**src/rtl/dff_serial_tx.sv**
```systemverilog
// Parallel-to-serial launch register with optional start/stop framing.
// One bit per clk edge; every output comes straight from a flop.
module dff_serial_tx #(
   parameter int WIDTH     = 8,
   parameter bit MSB_FIRST = 1'b1,
   parameter bit FRAMED    = 1'b1
) (
   input  logic             clk,
   input  logic             rst,
   input  logic [WIDTH-1:0] din,
   input  logic             load,
   output logic             ready,
   output logic             sout,
   output logic             busy,
   output logic             done
);

   localparam int CW = $clog2(WIDTH) + 1;

   typedef enum logic [1:0] {
      IDLE,
      START,
      DATA,
      STOP
   } state_t;

   state_t           state, state_n;
   logic [WIDTH-1:0] sr, sr_n;
   logic [WIDTH-1:0] word, word_sh;
   logic [CW-1:0]    cnt, cnt_n;
   logic             sout_n, ready_n, busy_n, done_n;
   logic             bit_out, last;

   // Unframed words launch their first bit straight from din.
   always_comb begin
      word    = (state == IDLE) ? din : sr;
      bit_out = MSB_FIRST ? word[WIDTH-1] : word[0];
      word_sh = MSB_FIRST ? {word[WIDTH-2:0], 1'b0}
                          : {1'b0, word[WIDTH-1:1]};
      last    = (cnt == CW'(WIDTH - 1));
   end

   always_comb begin
      state_n = state;
      sr_n    = sr;
      cnt_n   = cnt;
      sout_n  = sout;
      ready_n = ready;
      busy_n  = busy;
      done_n  = 1'b0;
      case (state)
         IDLE: begin
            sout_n  = 1'b1;
            ready_n = 1'b1;
            busy_n  = 1'b0;
            if (load && ready) begin
               ready_n = 1'b0;
               busy_n  = 1'b1;
               if (FRAMED) begin
                  state_n = START;
                  sr_n    = din;
                  sout_n  = 1'b0;
               end else begin
                  state_n = DATA;
                  sr_n    = word_sh;
                  sout_n  = bit_out;
                  cnt_n   = '0;
               end
            end
         end
         START: begin
            state_n = DATA;
            sr_n    = word_sh;
            sout_n  = bit_out;
            cnt_n   = '0;
         end
         DATA: begin
            if (last) begin
               cnt_n  = '0;
               sout_n = 1'b1;
               if (FRAMED) begin
                  state_n = STOP;
               end else begin
                  state_n = IDLE;
                  ready_n = 1'b1;
                  busy_n  = 1'b0;
                  done_n  = 1'b1;
               end
            end else begin
               cnt_n  = cnt + 1'b1;
               sr_n   = word_sh;
               sout_n = bit_out;
            end
         end
         STOP: begin
            state_n = IDLE;
            sout_n  = 1'b1;
            ready_n = 1'b1;
            busy_n  = 1'b0;
            done_n  = 1'b1;
         end
         default: begin
            state_n = IDLE;
            sout_n  = 1'b1;
            ready_n = 1'b1;
            busy_n  = 1'b0;
         end
      endcase
   end

   always_ff @(posedge clk) begin
      if (rst) begin
         state <= IDLE;
         sr    <= '0;
         cnt   <= '0;
         sout  <= 1'b1;
         ready <= 1'b1;
         busy  <= 1'b0;
         done  <= 1'b0;
      end else begin
         state <= state_n;
         sr    <= sr_n;
         cnt   <= cnt_n;
         sout  <= sout_n;
         ready <= ready_n;
         busy  <= busy_n;
         done  <= done_n;
      end
   end

endmodule
```
**config.mk**
```make
export PLATFORM = sky130hd
export DESIGN_NAME = dff_serial_tx
export DESIGN_NICKNAME = d
export VERILOG_FILES = /design/src/rtl/dff_serial_tx.sv
export SDC_FILE = /design/constraint.sdc
export NUM_CORES = 1
export LEC_CHECK = 0
export CAP_MARGIN = 10
export CORE_UTILIZATION = 51
export DETAILED_ROUTE_END_ITERATION = 12
export PLACE_DENSITY = 0.79
export SETUP_SLACK_MARGIN = 0.5
export SLEW_MARGIN = 15
export SYNTH_ARGS = -nofsm -noshare
export SYNTH_HDL_FRONTEND = slang
export SYNTH_SLANG_ARGS = --single-unit
```
**constraint.sdc**
```tcl
create_clock -name clk -period 2.2 [get_ports clk]
set_input_delay 0.33 -clock clk [delete_from_list [all_inputs] [get_ports clk]]
set_output_delay 0.33 -clock clk [all_outputs]
set_load 0.05 [all_outputs]
```
# After elaboration in Yosys (flattened, before gate mapping)
# Cells that the tools add are included.
# classes
add_sub_neg	1
n_eq_ne	7
muxes	15
n_reduce_logical	7
# op_table
operator	count
$pmux 8 s3	1
$mux 8	2
$pmux 2 s4	1
$pmux 4 s2	1
$add 4x1->4 const B	1
$eq 2x2->1 const B	2
$eq 4x3->1 const B	1
$mux 1	4
$mux 2	2
$mux 4	1
$ne 2x2->1 const B	2
$pmux 1 s2	2
$pmux 1 s4	1
$reduce_bool 2->1	2
$reduce_and 3->1	1
$reduce_bool 3->1	1
$eq 2x1->1 const B	1
$logic_not 2->1	1
$ne 2x1->1 const B	1
$reduce_and 2->1	1
$logic_and 1x1->1	1
# totals
regBits	18
input_bits	11
elab_cells	37

# Logic depth before layout (Yosys ltp)
# Gate-level depths: netlist (run 1).
# depth
ltp_word	3
mapped_depth	7
mapped_depth_nobuf	5

# Worst setup path before layout (run 1)
# No wires, ideal clock.
# synth_timing
path_type	flip-flop to flip-flop
from	register state[0]
to	register sr[0]
setup_time_ns	0.116
t_arrival_ns	1.668
t_required_ns	2.084
setup_slack_ns	0.417
path_stages_with_launch	8
path_buffers	2
synth_period_minus_slack_ns	1.783
path_cell_list	dfxtp_1 > inv_1 > ha_1 > and4b_1 > buf_6 > or3_1 > buf_6 > a31o_1
# synth_between
elab_chain_cells	3
# synth_lines
item	line	source
start: declaration	27	state_t state, state_n;
start signal: assignment	121	state <= state_n;
$eq 2x2->1, or another cell as far along	51	case (state)
$ne 2x2->1 (no line), or another cell as far along	--	
$reduce_and 3->1 (no line)	--	
end signal: assignment	122	sr <= sr_n;
end: declaration	28	logic [WIDTH-1:0] sr, sr_n;
# Parallel ways exist; a longest one is shown, timed or not.
# A chain may end at the register's enable or synchronous reset.

# Final worst setup path (run 1)
# layout_timing
from	register state[1]
to	register sr[4]
# layout_between
elab_chain_cells	3
# layout_lines
item	line
$eq 2x2->1, or another cell as far along	51
$ne 2x2->1 (no line), or another cell as far along	--
$reduce_and 3->1 (no line)	--
# Parallel ways exist; a longest one is shown, timed or not.

==> qor.yml, run 1 <==
setup_path:
  crit_required_ns: 2.38
  critPathKind: "reg2reg"
  timing.critical_path.from_type: "register"
  critPathBufInv: 1
  cp-end-kind: "register"
  cp_slowest_cell: "dfxtp_2"
  cp.arrival_ns: 1.87
  path_cells: "inv_1, ha_4, mux2_2, nor4_1, a211oi_2"
  crit_path_max_fanout: 10
  cp-startpoint: "state[1]$_SDFFE_PP0P_"
  slowest_delay_ns: 0.39
  r2r_start: "state[1]$_SDFFE_PP0P_"
  critical_path.top_delay_family: "flip-flops"
min_path:
  hold_class: "reg2reg"
  worstHoldStart: "sr[1]$_SDFFE_PP0P_"
floorplanning:
  die-area_sq_mm: 0.002077
  die_h_um: 45.58
  die_width_um: 45.58
  start_util: 0.5548
  io_pins: 15
  rows: 15
  coreArea_sq_mm: 0.001745
yosys:
  synth_compound_area_frac: 0.1835
  synth_area_sq_um: 968.4
  yosysWarnings: 0
  yosysUniqueCellTypes: 33
  synth_edf_count: 0
  ys.flop_type: "dfxtp_1"
  synth_top_family_by_area: "compound AO/OA/AOI/OAI gates"
  yosysSeqAreaShare: 0.3721
  syn_nets: 117
  synth-async-reset-ratio: 0
  synth.area.mux_share: 0.09173
  avgSynthCellArea_sq_um: 9.684
  synthXorXnorAreaFrac: 0.01809
  synth_cells: 100
  ys_ff_latch: 18
  synth-simple-area-share: 0.1693
  yosys.area_share.adder: 0.07752
cts:
  cts_buffers: 3
  root_buffer: "clkbuf_4"
  tritoncts: "yes"
  clock_latency_ns: 0.30
  clock_sinks: 18
  cts.clk_slew.worst_paths_ns: 0.10
  cts_max_path_buffers: 2
  htreeDepth: 1
global_routing:
  gr-usage-all-layers: 0.2244
  grt_pass1_vias: 757
  grt_max_degree: 14
  grt_first_pass_wirelength_um: 3381
  grt_antenna_before_repair: 0
  grt_overflow: 0
timing:
  worstMarginPinSlew_ns: 0.5198
  rsz0062_at_grt: "yes"
  slew_headroom: 0.6535
  worst_hold_slack_ns: 0.4733
  final.setup.tns_ns: 0
  timing.final.crit_share: 0.7667
  min_period_ns: 1.687
  fmax_mhz: 592.8
  hold_viol_final: 0
  finClkSkew_ns: 0.007272
  setup_viol: 0
  maxSlewViolCount: 0
outcome:
  status: "finished clean"
final_layout:
  fin_nets: 133
  final_core_util: 0.6982
  syn_to_final_growth_pct: 25.84
  drive_above_1_share: 0.2957
  layout.cells.most_common: "dfxtp_1"
  diodes: 0
  final_cell_mix: "16 x dfxtp_1, 10 x inv_1, 10 x clkdlybuf4s50_1"
placement:
  finalWeightedCongestion: 0.7628
  dpl.hpwl_um: 1330
  io_buffers: 14
route:
  drtPass1Iterations: 4
  viasPerCell: 5.586
  vias: 782
  avgRoutedWirePerCell_um: 14.11
  drt_wl_total_um: 1975
  drtIter0Drc: 22
  drc: 0
  postRouteAntennaNets: 0
pwr:
  vdd_ir_drop_max_uv: 944.8
  p_leak_nw: 0.4666
  finalPower_mw: 1.767
  power.density_mw_per_mm2: 1450
run:
  drv_cap: 0
## worst register-to-register path, stage by stage, from the launching register on
cell and delay (ns):
dfxtp_2 0.39, inv_1 0.10, ha_4 0.36, mux2_2 0.36, nor4_1 0.29, a211oi_2 0.08
## state kept, by name, summed over array words and instances, names as in the netlist
| name | count |
|---|---|
| sr | 8 |
| sout | 1 |
| state | 2 |
| ready | 1 |
| cnt | 4 |
| busy | 1 |
| done | 1 |
## report_power, final
part,switching [mW],internal [mW],total [mW]
registers,0.0661,0.443,0.509
clock network,0.111,0.101,0.212
logic,0.559,0.488,1.05
## per-stage QoR
stage | area [sq um] | setup slack [ns] | std cells
after floorplan | 980.9 | 0.5152 | 100
after global placement | 1131 | 0.3287 | 135
after detailed placement | 1131 | 0.2902 | 135
after CTS | 1190 | 0.5044 | 139
after global routing | 1219 | 0.4709 | 140
final | 1219 | 0.5132 | 140
## final cells by class
| cell class | count | area [sq um] |
|---|---|---|
| multi-input combinational | 64 | 581.8 |
| fill | 144 | 526.8 |
| sequential | 18 | 362.8 |
| timing repair buffer | 18 | 165.2 |
| inverter | 11 | 41.29 |
| clock buffer | 4 | 36.28 |
| tap | 25 | 31.28 |
## timing repair
action / CTS / global route
endpoints found under the hold margin: 0 / 0
setup buffers: 0 / 1
pin swaps: 0 / 3
hold buffers: 0 / 0
resized for setup: 11 / 4
endpoints found under the setup margin: 15 / 8
## per-layer routing
metal	up-vias	global-route usage	routed length [um]
li1	390	-	-
met1	372	0.2951	903
met2	15	0.3629	959
met3	5	0.03571	77
met4	0	0.09091	35
met5	-	0	0
## cell families after synthesis
logic type      Yosys count
buf+inv                  18
mux                       8
fa+ha+maj                 6
xor+xnor                  2
compound gates           20
simple gates             28
flops                    18
## cell usage after synthesis, types with 2 or more instances
library cell | count | share of area
a211oi_1 | 2 | 0.015
inv_1 | 11 | 0.043
clkbuf_1 | 2 | 0.0078
o21ai_0 | 2 | 0.010
dfxtp_1 | 18 | 0.37
nor2b_1 | 2 | 0.013
nand3_1 | 2 | 0.010
a21oi_1 | 3 | 0.015
buf_2 | 2 | 0.010
nand2_1 | 6 | 0.023
ha_1 | 6 | 0.078
buf_6 | 2 | 0.023
nor4_1 | 8 | 0.052
a211oi_2 | 7 | 0.090
or3_1 | 2 | 0.013
o21a_1 | 2 | 0.015
mux2_2 | 7 | 0.081
## path summary, 6_finish.rpt
check,to,slack [ns],cells past startpoint
max,sr[4]$_SDFFE_PP0P_,0.51,5
min,sr[1]$_SDFFE_PP0P_,0.47,2
max reg2reg,sr[4]$_SDFFE_PP0P_,0.51,5
min reg2reg,sr[1]$_SDFFE_PP0P_,0.47,2
Power figures use the tool's default switching activity.
==> inputs of run 2 (changes only) <==
==> constraint.sdc (replaced) <==
create_clock -name clk -period 1.66 [get_ports clk]
set_input_delay 0.249 -clock clk [delete_from_list [all_inputs] [get_ports clk]]
set_output_delay 0.249 -clock clk [all_outputs]
set_load 0.05 [all_outputs]
==> qor.yml, run 2 (synthesized netlist as in run 1, its figures left out) <==
run:
  drv_cap: 0  # unchanged
global_routing:
  gr-usage-all-layers: 0.2356  # +0.01116
  grt_pass1_vias: 776  # +2.5%
  grt_overflow: 0  # unchanged
  grt_max_degree: 14  # unchanged
  grt_antenna_before_repair: 0  # unchanged
  grt_first_pass_wirelength_um: 3491  # +3.3%
cts:
  cts.clk_slew.worst_paths_ns: 0.11  # about the same
  clock_latency_ns: 0.30  # about the same
  tritoncts: "yes"
  clock_sinks: 18  # unchanged
  cts_buffers: 3  # unchanged
  cts_hold_buf: 0  # unchanged
  root_buffer: "clkbuf_4"
  cts_max_path_buffers: 2  # unchanged
  htreeDepth: 1  # unchanged
pwr:
  finalPower_mw: 3.283  # +86%
  vdd_ir_drop_max_uv: 1616  # +71%
  power.density_mw_per_mm2: 2121  # +46%
  p_leak_nw: 0.5880  # +26%
floorplanning:
  die_width_um: 45.58  # unchanged
  start_util: 0.5548  # unchanged
  io_pins: 15  # unchanged
  coreArea_sq_mm: 0.001745  # unchanged
  die-area_sq_mm: 0.002077  # unchanged
  die_h_um: 45.58  # unchanged
  rows: 15  # unchanged
final_layout:
  largest_register_ffs: 8  # unchanged
  regArea_sq_um: 365.4  # +0.69%
  diodes: 0  # unchanged
  top_register: "sr"
  fillerInstances: 84  # -42%
  multi_input_area_sq_um: 754.5  # +30%
  final_cell_mix: "14 x dfxtp_1, 13 x buf_4, 10 x clkdlybuf4s50_1"
  fin_nets: 148  # +11%
  syn_to_final_growth_pct: 59.82
  reg.largest.list: "sr x8, cnt x4, state x2"
  layout.cells.most_common: "dfxtp_1"
  drive_above_1_share: 0.5504  # +0.2547
timing:
  hold_viol_final: 0  # unchanged
  worstMarginPinSlew_ns: 0.2417  # -0.2781 ns
  maxSlewViolCount: 0  # unchanged
  setup_slack_ns: 0.03408  # -0.4791 ns
  slew_headroom: 0.8375  # +0.1841
  rsz0062_at_grt: "yes"
  setup_viol: 0  # unchanged
  timing.final.crit_share: 0.9795  # +0.2127
  fmax_mhz: 615.0  # +3.7%
  min_period_ns: 1.626  # -0.06092 ns
  finClkSkew_ns: 0.009972  # +0.002700 ns
route:
  drtPass1Iterations: 4  # unchanged
  drtIter0Drc: 10  # -55%
  drc: 0  # unchanged
  postRouteAntennaNets: 0  # unchanged
  avgRoutedWirePerCell_um: 18.69  # +32%
  drt_wl_total_um: 2878  # +46%
  vias: 889  # +14%
  viasPerCell: 5.773  # +3.3%
setup_path:
  cp-end-kind: "register"
  crit_required_ns: 1.89  # -0.49 ns
  r2r_start: "cnt[1]$_SDFFE_PP0N_"
  cp.arrival_ns: 1.86  # about the same
  crit_path_max_fanout: 4  # -6
  critPathKind: "reg2reg"
  r2r_end: "sr[4]$_SDFFE_PP0P_"
  reg2reg_setup_slack_ns: 0.03  # -0.48 ns
  timing.critical_path.from_type: "register"
  cp-startpoint: "cnt[1]$_SDFFE_PP0N_"
  cp_slowest_cell: "dfxtp_1"
  r2r_cells: 5  # unchanged
  slowest_delay_ns: 0.37  # -0.02 ns
  path_cells: "ha_1, and4b_1, or3_4, buf_6, a211oi_2"
  endpoint: "sr[4]$_SDFFE_PP0P_"
outcome:
  status: "finished clean"
placement:
  finalWeightedCongestion: 0.9156  # +20%
  dpl.hpwl_um: 1471  # +11%
  post-place-ws_ns: -0.08394  # -0.3741 ns
  io_buffers: 14  # unchanged
min_path:
  hold_class: "reg2reg"
==> run 2: critical path, delay by kind of cell (launching register included) <==
kind                       cells  cell delay [ns]
AOI/OAI and AO/OA              1             0.21
buffers and inverters          1             0.15
DFF                            1             0.37
and+or+nand+nor                2             0.60
adders and majority gates      1             0.22
==> run 2: metal layers <==
metal / part of all wire / global-route usage / wire, um / up-vias
li1: - / - / - / 416
met1: 0.41 / 0.3034 / 1179 / 431
met2: 0.51 / 0.3486 / 1467 / 34
met3: 0.061 / 0.09127 / 176 / 8
met4: 0.019 / 0.09697 / 54 / 0
met5: 0 / 0 / 0 / -
==> run 2: where the power goes <==
group / internal (mW) / switching, mW / total [mW]
combinational: 1.24 / 1.13 / 2.36
clock: 0.0847 / 0.138 / 0.222
sequential: 0.591 / 0.106 / 0.698
total: 1.91 / 1.37 / 3.28
==> run 2: timing repair <==
| item | in CTS | in global routing |
|---|---|---|
| setup endpoints to repair | 17 | 19 |
| gates resized for setup | 17 | 29 |
| gates cloned | 1 | 0 |
| pin swaps | 9 | 8 |
| buffers inserted | 4 | 2 |
==> run 2: how the worst min path moves through the flow <==
stage	from	to	slack [ns]	depth (start not counted)
2_1_floorplan	rst	sr[1]$_SDFFE_PP0P_	0.31	1
3_5_place_dp	sr[5]$_SDFFE_PP0P_	sr[5]$_SDFFE_PP0P_	0.46	2
6_report	sr[1]$_SDFFE_PP0P_	sr[1]$_SDFFE_PP0P_	0.48	2
5_1_grt	sr[4]$_SDFFE_PP0P_	sr[4]$_SDFFE_PP0P_	0.50	2
4_1_cts	sr[5]$_SDFFE_PP0P_	sr[5]$_SDFFE_PP0P_	0.48	2
3_3_place_gp	sr[1]$_SDFFE_PP0P_	sr[1]$_SDFFE_PP0P_	0.45	2
==> run 2: final cells by class <==
type	instances	share of cell area
timing repair buffer	33	0.2118
clock buffer	3	0.01455
inverter	11	0.02991
multi-input combinational	64	0.4875
tap	25	0.02021
sequential	18	0.2361
==> run 2: through the flow <==
stage                     instances  hold slack, ns  instance area [sq um]  utilization  setup TNS (ns)
after CTS                       152          0.4820                   1354       0.7756               0
after floorplan                 100          0.3136                   1012            -               0
after global placement          144          0.4497                   1204       0.6896         -0.3022
after detailed placement        144          0.4636                   1204       0.6896         -0.5462
final                           154          0.4796                   1548       0.8867               0
after global routing            154          0.5043                   1548       0.8867        -0.04086
